## config.mk

```make
export PLATFORM = sky130hd
export DESIGN_NAME = alu_exec_sequencer
export DESIGN_NICKNAME = d
export VERILOG_FILES = /design/src/rtl/alu_pkg.sv /design/src/rtl/imm_gen.sv /design/src/rtl/alu_exec_sequencer.sv
export SDC_FILE = /design/constraint.sdc
export NUM_CORES = 1
export LEC_CHECK = 0
export ABC_AREA = 1
export CAP_MARGIN = 20
export CORE_MARGIN = 10
export CORE_UTILIZATION = 27
export DETAILED_ROUTE_END_ITERATION = 8
export PLACE_DENSITY = 0.55
export SYNTH_ARGS = -nofsm -noshare
export SYNTH_HDL_FRONTEND = slang
export SYNTH_SLANG_ARGS = --single-unit
export TNS_END_PERCENT = 50
```

## constraint.sdc

```tcl
create_clock -name CLK -period 2.55 [get_ports CLK]
set_input_delay 0.255 -clock CLK [delete_from_list [all_inputs] [get_ports CLK]]
set_output_delay 0.255 -clock CLK [all_outputs]
set_load 0.03 [all_outputs]
```

## src/rtl/alu_pkg.sv

```systemverilog
// Shared types and RV32I decode constants for the execute-stage sequencer.
package alu_pkg;

  // ALU operation codes driven onto ALU_operation
  typedef enum logic [4:0] {
    ALU_NONE = 5'b00000,
    ALU_ADD  = 5'b00001,
    ALU_SUB  = 5'b00010,
    ALU_AND  = 5'b00100,
    ALU_OR   = 5'b00101,
    ALU_LT   = 5'b00110,
    ALU_GE   = 5'b00111,
    ALU_XOR  = 5'b01001,
    ALU_EQ   = 5'b01010
  } alu_op_t;

  // Sequencer states
  typedef enum logic [1:0] {
    S_IDLE   = 2'd0,
    S_DECODE = 2'd1,
    S_EXEC   = 2'd2,
    S_RESP   = 2'd3
  } state_t;

  // Major opcodes
  localparam logic [6:0] OPC_OP     = 7'b0110011;
  localparam logic [6:0] OPC_OP_IMM = 7'b0010011;
  localparam logic [6:0] OPC_BRANCH = 7'b1100011;

  // funct3 for ALU ops
  localparam logic [2:0] F3_ADD = 3'b000;
  localparam logic [2:0] F3_XOR = 3'b100;
  localparam logic [2:0] F3_OR  = 3'b110;
  localparam logic [2:0] F3_AND = 3'b111;

  // funct3 for branches
  localparam logic [2:0] F3_BEQ = 3'b000;
  localparam logic [2:0] F3_BNE = 3'b001;
  localparam logic [2:0] F3_BLT = 3'b100;
  localparam logic [2:0] F3_BGE = 3'b101;

  // funct7
  localparam logic [6:0] F7_BASE = 7'b0000000;
  localparam logic [6:0] F7_ALT  = 7'b0100000;

endpackage

```

## src/rtl/imm_gen.sv

```systemverilog
// Sign-extended I-type and B-type immediates from a raw RV32I word.
module imm_gen (
  input  logic [31:0] instr,
  output logic [31:0] imm_i,
  output logic [31:0] imm_b
);

  // Bits not carrying any immediate field for these formats
  logic unused_bits;
  assign unused_bits = ^{instr[19:12], instr[6:0]};

  // Immediate field extraction
  always_comb begin
    imm_i = {{20{instr[31]}}, instr[31:20]};
    imm_b = {{19{instr[31]}}, instr[31], instr[7], instr[30:25], instr[11:8], 1'b0};
  end

endmodule

```

## src/rtl/alu_exec_sequencer.sv

```systemverilog
// Multi-cycle execute sequencer: decodes one instruction, drives the external
// ALU, samples its result and reports a writeback or branch decision.
module alu_exec_sequencer
  import alu_pkg::*;
#(
  parameter int tamanyo = 32,
  parameter int OPW     = 5
) (
  input  logic               CLK,
  input  logic               RSTa,
  input  logic               instr_valid,
  output logic               instr_ready,
  input  logic [31:0]        instr,
  input  logic [31:0]        pc,
  input  logic [tamanyo-1:0] rs1_data,
  input  logic [tamanyo-1:0] rs2_data,
  output logic [OPW-1:0]     ALU_operation,
  output logic [tamanyo-1:0] A,
  output logic [tamanyo-1:0] B,
  input  logic [tamanyo-1:0] res,
  input  logic               zero,
  output logic               done,
  output logic               wb_en,
  output logic [4:0]         wb_rd,
  output logic [tamanyo-1:0] wb_data,
  output logic               br_taken,
  output logic [31:0]        br_target,
  output logic               illegal
);

  state_t             state, state_nx;
  logic               accept;
  logic [31:0]        instr_q, pc_q;
  logic [tamanyo-1:0] rs1_q, rs2_q, res_q;
  logic               zero_q;
  logic [31:0]        imm_i, imm_b, target_q;
  alu_op_t            op_d;
  logic               use_imm, is_br, br_inv, ill;
  logic               is_br_q, br_inv_q, ill_q;
  logic [2:0]         f3;
  logic [6:0]         f7;

  assign accept = instr_valid && instr_ready && (state == S_IDLE);
  assign f3     = instr_q[14:12];
  assign f7     = instr_q[31:25];

  imm_gen u_imm_gen (
    .instr (instr_q),
    .imm_i (imm_i),
    .imm_b (imm_b)
  );

  // State register
  always_ff @(posedge CLK or negedge RSTa) begin
    if (!RSTa) state <= S_IDLE;
    else       state <= state_nx;
  end

  // Next-state logic; illegal instructions bypass EXEC
  always_comb begin
    state_nx = state;
    case (state)
      S_IDLE:   if (accept) state_nx = S_DECODE;
      S_DECODE: state_nx = ill ? S_RESP : S_EXEC;
      S_EXEC:   state_nx = S_RESP;
      S_RESP:   state_nx = S_IDLE;
      default:  state_nx = S_IDLE;
    endcase
  end

  // Instruction decode of the captured word
  always_comb begin
    op_d    = ALU_NONE;
    use_imm = 1'b0;
    is_br   = 1'b0;
    br_inv  = 1'b0;
    ill     = 1'b0;
    case (instr_q[6:0])
      OPC_OP: begin
        if (f7 == F7_BASE) begin
          case (f3)
            F3_ADD:  op_d = ALU_ADD;
            F3_XOR:  op_d = ALU_XOR;
            F3_OR:   op_d = ALU_OR;
            F3_AND:  op_d = ALU_AND;
            default: ill  = 1'b1;
          endcase
        end else if (f7 == F7_ALT && f3 == F3_ADD) begin
          op_d = ALU_SUB;
        end else begin
          ill = 1'b1;
        end
      end
      OPC_OP_IMM: begin
        use_imm = 1'b1;
        case (f3)
          F3_ADD:  op_d = ALU_ADD;
          F3_XOR:  op_d = ALU_XOR;
          F3_OR:   op_d = ALU_OR;
          F3_AND:  op_d = ALU_AND;
          default: ill  = 1'b1;
        endcase
      end
      OPC_BRANCH: begin
        is_br = 1'b1;
        case (f3)
          F3_BEQ:  op_d = ALU_EQ;
          F3_BNE:  begin op_d = ALU_EQ; br_inv = 1'b1; end
          F3_BLT:  op_d = ALU_LT;
          F3_BGE:  op_d = ALU_GE;
          default: ill  = 1'b1;
        endcase
      end
      default: ill = 1'b1;
    endcase
  end

  // Capture, operand setup and result sampling
  always_ff @(posedge CLK or negedge RSTa) begin
    if (!RSTa) begin
      instr_ready   <= 1'b0;
      instr_q       <= '0;
      pc_q          <= '0;
      rs1_q         <= '0;
      rs2_q         <= '0;
      ALU_operation <= '0;
      A             <= '0;
      B             <= '0;
      target_q      <= '0;
      is_br_q       <= 1'b0;
      br_inv_q      <= 1'b0;
      ill_q         <= 1'b0;
      res_q         <= '0;
      zero_q        <= 1'b0;
    end else begin
      instr_ready <= (state_nx == S_IDLE);
      if (accept) begin
        instr_q <= instr;
        pc_q    <= pc;
        rs1_q   <= rs1_data;
        rs2_q   <= rs2_data;
      end
      if (state == S_DECODE) begin
        ALU_operation <= OPW'(op_d);
        A             <= rs1_q;
        B             <= use_imm ? imm_i[tamanyo-1:0] : rs2_q;
        target_q      <= pc_q + imm_b;
        is_br_q       <= is_br;
        br_inv_q      <= br_inv;
        ill_q         <= ill;
        if (ill) begin
          res_q  <= '0;
          zero_q <= 1'b0;
        end
      end
      if (state == S_EXEC) begin
        res_q  <= res;
        zero_q <= zero;
      end
    end
  end

  // Response registers, updated only when leaving RESP so they hold between instructions
  always_ff @(posedge CLK or negedge RSTa) begin
    if (!RSTa) begin
      done      <= 1'b0;
      wb_en     <= 1'b0;
      wb_rd     <= '0;
      wb_data   <= '0;
      br_taken  <= 1'b0;
      br_target <= '0;
      illegal   <= 1'b0;
    end else begin
      done <= (state == S_RESP);
      if (state == S_RESP) begin
        wb_en     <= !ill_q && !is_br_q && (instr_q[11:7] != 5'd0);
        wb_rd     <= instr_q[11:7];
        wb_data   <= res_q;
        br_taken  <= !ill_q && is_br_q && (zero_q ^ br_inv_q);
        br_target <= target_q;
        illegal   <= ill_q;
      end
    end
  end

endmodule

```

After elaboration in Yosys (flattened, before gate mapping)
Cells that the tools add are included.
Widths: inputs -> output; s select.
Word-level totals
  flip-flop bits (word level): 341
  latch bits: 0
  memory bits (writable): 0
  bits in read-only memories: 0
  input bits: 164
  output and inout bits: 143
  word-level logic and storage cells: 80
  memories kept: 0
Cells by class
  $add $sub $neg: 1
  $mul: 0
  div/mod/pow operators: 0
  $lt $le $gt $ge: 0
  equal/unequal tests: 12
  shift operators: 0
  mux-type cells: 24
  bitwise operators: 1
  reductions and logical operators: 20
Operators with widths (count)
  $mux 32: 4
  $add 32x32->32: 1
  $pmux 4 s4: 1
  $pmux 5 s3: 1
  $eq 7x6->1 const B: 2
  $eq 3x3->1 const B: 4
  $mux 1: 12
  $pmux 4 s3: 1
  $pmux 2 s4: 1
  $reduce_or 4->1: 2
  $eq 7x5->1 const B: 1
  $eq 7x7->1 const B: 1
  $logic_and 1x1->1: 7
  $logic_not 7->1: 1
  $mux 5: 1
  $reduce_bool 5->1: 1
  $eq 2x2->1 const B: 2
  $logic_not 2->1: 2
  $mux 2: 2
  $reduce_bool 2->1: 2
  $eq 3x1->1 const B: 1
  $logic_not 3->1: 1
  $pmux 1 s3: 1
  $eq 2x1->1 const B: 1
  4 further kinds: 5

Logic depth before layout (Yosys ltp)
  depth after elaboration: 8
  mapped depth: 12
  gate-level depth less buffers: 12

Cells and area by module
From an unflattened synthesis, not the netlist that was laid out.
Second synthesis, totals
  cells, all modules: 1861
  area, all modules: 15986.6 µm²
By module, submodules not included
  alu_exec_sequencer: times used 1, cells an instance 1796, area an instance 15502.4 µm², sequential area each 8508.2 µm²
  imm_gen: times used 1, cells an instance 65, area an instance 484.2 µm², sequential area each 0.0 µm²

Worst setup path after synthesis
OpenSTA, ideal clock, no wires.
  path kind: reg2reg
  start: register instr_q[31]
  end: register target_q[25]
  library setup time: 118 ps
  data arrival time: 1815 ps
  data required time: 2432 ps
  path slack: 617 ps
  stages on the path, launching flop included: 11
  buffers on the path: 0
  period minus slack after synthesis: 1933 ps
  cells stage by stage: dfrtp_1 -> ha_1 -> nand2_1 -> nor2_1 -> inv_1 -> o21bai_1 -> nand2_1 -> nand3_1 -> nand2_1 -> nand3_1 -> nand2_1
Between the ends
  word-level cells in the longest chain between the ends: 1
RTL lines
  start, declared: RTL line alu_exec_sequencer.sv:33  | logic [31:0] instr_q, pc_q;
  start signal, assigned: RTL line alu_exec_sequencer.sv:138  | instr_q <= instr;
  $add 32x32->32: RTL line alu_exec_sequencer.sv:147  | target_q <= pc_q + imm_b;
  end signal, assigned: RTL line alu_exec_sequencer.sv:147
  end, declared: RTL line alu_exec_sequencer.sv:36  | logic [31:0] imm_i, imm_b, target_q;
Every way passes these cells.
A chain may end at the register's enable or synchronous reset.

Final worst setup path
  start: register instr_q[31]
  end: register target_q[24]
The elaborated chain is that of the path after synthesis.

==> results.md <==
* Class of the most critical setup path: flop to flop
* First-pass GRT wire length at approximately 73000 µm
* Sequential share of power at 31.0%
* WL per Instance at about 16 µm
* Number of routed nets with antenna violations at 0
* Post-route DRC at 0
* RePlAce Congestion at approximately 0.84
* Chip width at 257 µm
* Crit. Startpoint: instr_q[31]
* CP Data Arrival Time at 2640 ps
* PD cells at around 1400 nW/µm²
* Worst VDD drop at 0.611 mV
* Min-delay worst type: primary input to async pin
* Largest net degree at the start of global routing at 73
* Most frequent cells in the layout: nand2_1, dfrtp_1, clkdlybuf4s50_1, inv_1, nor2_1
* R2R Path Start: instr_q[31]
* Status: finished, final reports clean
* Final Cell Area at roughly 20000 µm²
* TritonCTS Buffers at 40
* # IOs at roughly 310
* Final setup vio count at 0
* Clk root buf: clkbuf_16
* Total Routing Usage GR at 14.0%
* Max_cap viols at 0
* Commonest non-fill, non-tap cell in the layout: nand2_1
* Std-Cell Core Area at around 55000 µm²
* Post_cts resized at 0
* Skew-Pair Late Insertion Delay at ~560 ps
* Nets at 2214
* Starting Density at around 27%
* Clock Pin Slew Worst Setup and Hold Paths at about 60 ps
* Clock Skews at just over 20 ps
* Distinct cells, synth at 39
* Initial antenna violation count at 7
* CP Data Required Time at around 3000 ps
* Drt pass-1 iters at 4
* Initial drt markers at between 500 and 600
* Die height at 257 µm
* Max Root-Sink Buffers at 3
* Worst Setup End Kind: flop
* Syn nets at approximately 1900
* Switching power at around 13 mW
* HPWL after detailed placement at ~34000 µm
* RSZ-0062 raised after global routing: no
* Layout area overhead at 35.7%
* Seq/Total Area, Yosys at approximately 55%
* Share of cells above drive strength 1 at a little over a tenth
* #FFs+latches synth at between 300 and 400
* Total power at roughly 29 mW
* Period utilization at 86.1%
* Setup TNS at 0 ps
* Grt total ovfl at 0
* H-tree depth at 2
* Least-Margin Pin Slew at approximately 810 ps
* Count of final hold-check violations at 0
* Leakage power at 10.2 nW
* Number of port buffers at 300
* Mean area per synthesized cell at between 8 and 9 µm²
* Vias in the first global route at ~13000
* Cells after Synth at around 1700
* CTS Sinks at 335
* Fill count at about 5600
* Row count at between 80 and 90
* Synth warnings at 0
* Hold_buf cts at 1
* Post-Syn Area at 15100 µm²
* Via Count at approximately 12000
* Clock Power Share at between 10% and 20%
* # Post-CTS Setup Buffers at 0
* Placed cell areas at roughly 19000 µm²
* Logic pwr share at 49.1%
* Rel. slew slack at 45.7%
* CTS tree: done
* Crit path max fanout at 20
* Final critical-path required period at 2200 ps
* Startpoint types: flop
* Die ar. at around 66000 µm²
* Switching share of power at between 40 and 50%
* Final Max Tran Viols at 0
* FMAX at approximately 460 MHz
* Via/cell ratio at about 4.3
* WL final at approximately 46000 µm
* Int Pwr at approximately 16 mW
[cells in the mapped netlist]
cell type	count	area, µm²
a21boi_0	1	7.51
a21o_1	2	15.0
a21oi_1	91	455
a32o_1	1	10.0
and2_1	2	12.5
buf_1	10	37.5
buf_12	1	20.0
buf_2	9	45.0
buf_4	1	7.51
buf_6	2	22.5
clkbuf_1	42	158
conb_1	1	3.75
dfrtp_1	335	8380
fa_1	1	20.0
ha_1	35	438
inv_1	136	510
inv_2	1	3.75
mux2_2	101	1140
nand2_1	710	2670
nand2_2	13	81.3
nand2_4	1	11.3
nand3_1	45	225
nand3_2	1	10.0
nand3_4	1	17.5
nand3b_1	6	45.0
nand4_1	1	6.26
nor2_1	106	398
nor3_1	4	20.0
nor3_2	1	10.0
nor3_4	1	16.3
nor4_1	1	6.26
o211ai_1	1	7.51
o21ai_0	24	120
o21ai_4	1	16.3
o21bai_1	2	15.0
o31ai_1	1	7.51
o41ai_1	1	8.76
xnor2_1	13	114
xor2_1	2	17.5
[routing by layer]
layer,vias up,global-route usage [%],wire [µm]
met5,-,0,37
met4,8,3.47,855
met3,63,5.47,3950
met2,293,23.4,21800
met1,5712,16.5,19500
li1,5973,-,-
[kinds of logic after synthesis]
kind of cell	count (synthesis)	share of synthesized area (%)
AOI/OAI and AO/OA	125	4.39
buffers and inverters	202	5.33
adders and majority gates	36	3.03
and+or+nand+nor	893	23.3
xor gates and xnor gates	15	0.870
muxes	101	7.53
other	1	0.0248
DFF	335	55.5
[state kept, by name, summed over array words and instances (netlist names), 2 cells and up]
register,cells
A,32
ALU_operation,4
B,32
br_target,32
instr_q,27
pc_q,32
res_q,32
rs1_q,32
rs2_q,32
state,2
target_q,32
wb_data,32
wb_rd,5
[critical path, cell delays in order (launching register included)]
cell,delay (ps)
dfrtp_1,410
buf_12,170
ha_1,390
nand2_1,120
nor2_1,210
and2_1,160
nand2_1,50
nand2_1,130
nand2_1,110
nand2_1,70
nand2_1,50
nand3_1,130
nand2_1,70
[power by group through the flow]
stage / registers, mW / clock network (mW) / logic [mW]
after global placement: 9.00 / 0 / 14.2
after floorplan: 10.4 / 0 / 7.83
final: 8.99 / 5.77 / 14.2
after detailed placement: 9.08 / 0 / 14.4
after CTS: 9.02 / 5.99 / 14.4
after global routing: 9.29 / 6.20 / 16.0
[metrics by stage]
step | utilization, % | hold WS (ps) | instances | setup slack [ps]
final | 37.1 | 245 | 2797 | 354
after global routing | 37.1 | 239 | 2796 | 185
after CTS | 37.1 | 214 | 2793 | 42.8
after detailed placement | 34.6 | 260 | 2718 | 65.3
after global placement | 34.6 | 254 | 2718 | 169
after floorplan | - | -40.6 | 1708 | 617
[cell type report]
cell class / count / area, µm² / area share (%)
sequential: 335 / 8380 / 40.9
multi-input combinational: 1171 / 5950 / 29.0
timing repair buffer: 329 / 3370 / 16.4
clock buffer: 57 / 1210 / 5.88
tap: 748 / 936 / 4.57
inverter: 137 / 515 / 2.51
clock inverter: 17 / 138 / 0.671
antenna: 3 / 7.51 / 0.0366
[final timing paths]
path                                endpoint  slack [ps]  cells after the start
max in group asynchronous         wb_data[9]        1440                      3
worst max register to register  target_q[24]         350                     12
worst min register to register         A[18]         470                      2
worst min-delay path                   B[17]         250                      2
min in group CLK                   res_q[18]         250                      3
worst max-delay path            target_q[24]         350                     12
Power figures use the tool's default switching activity.
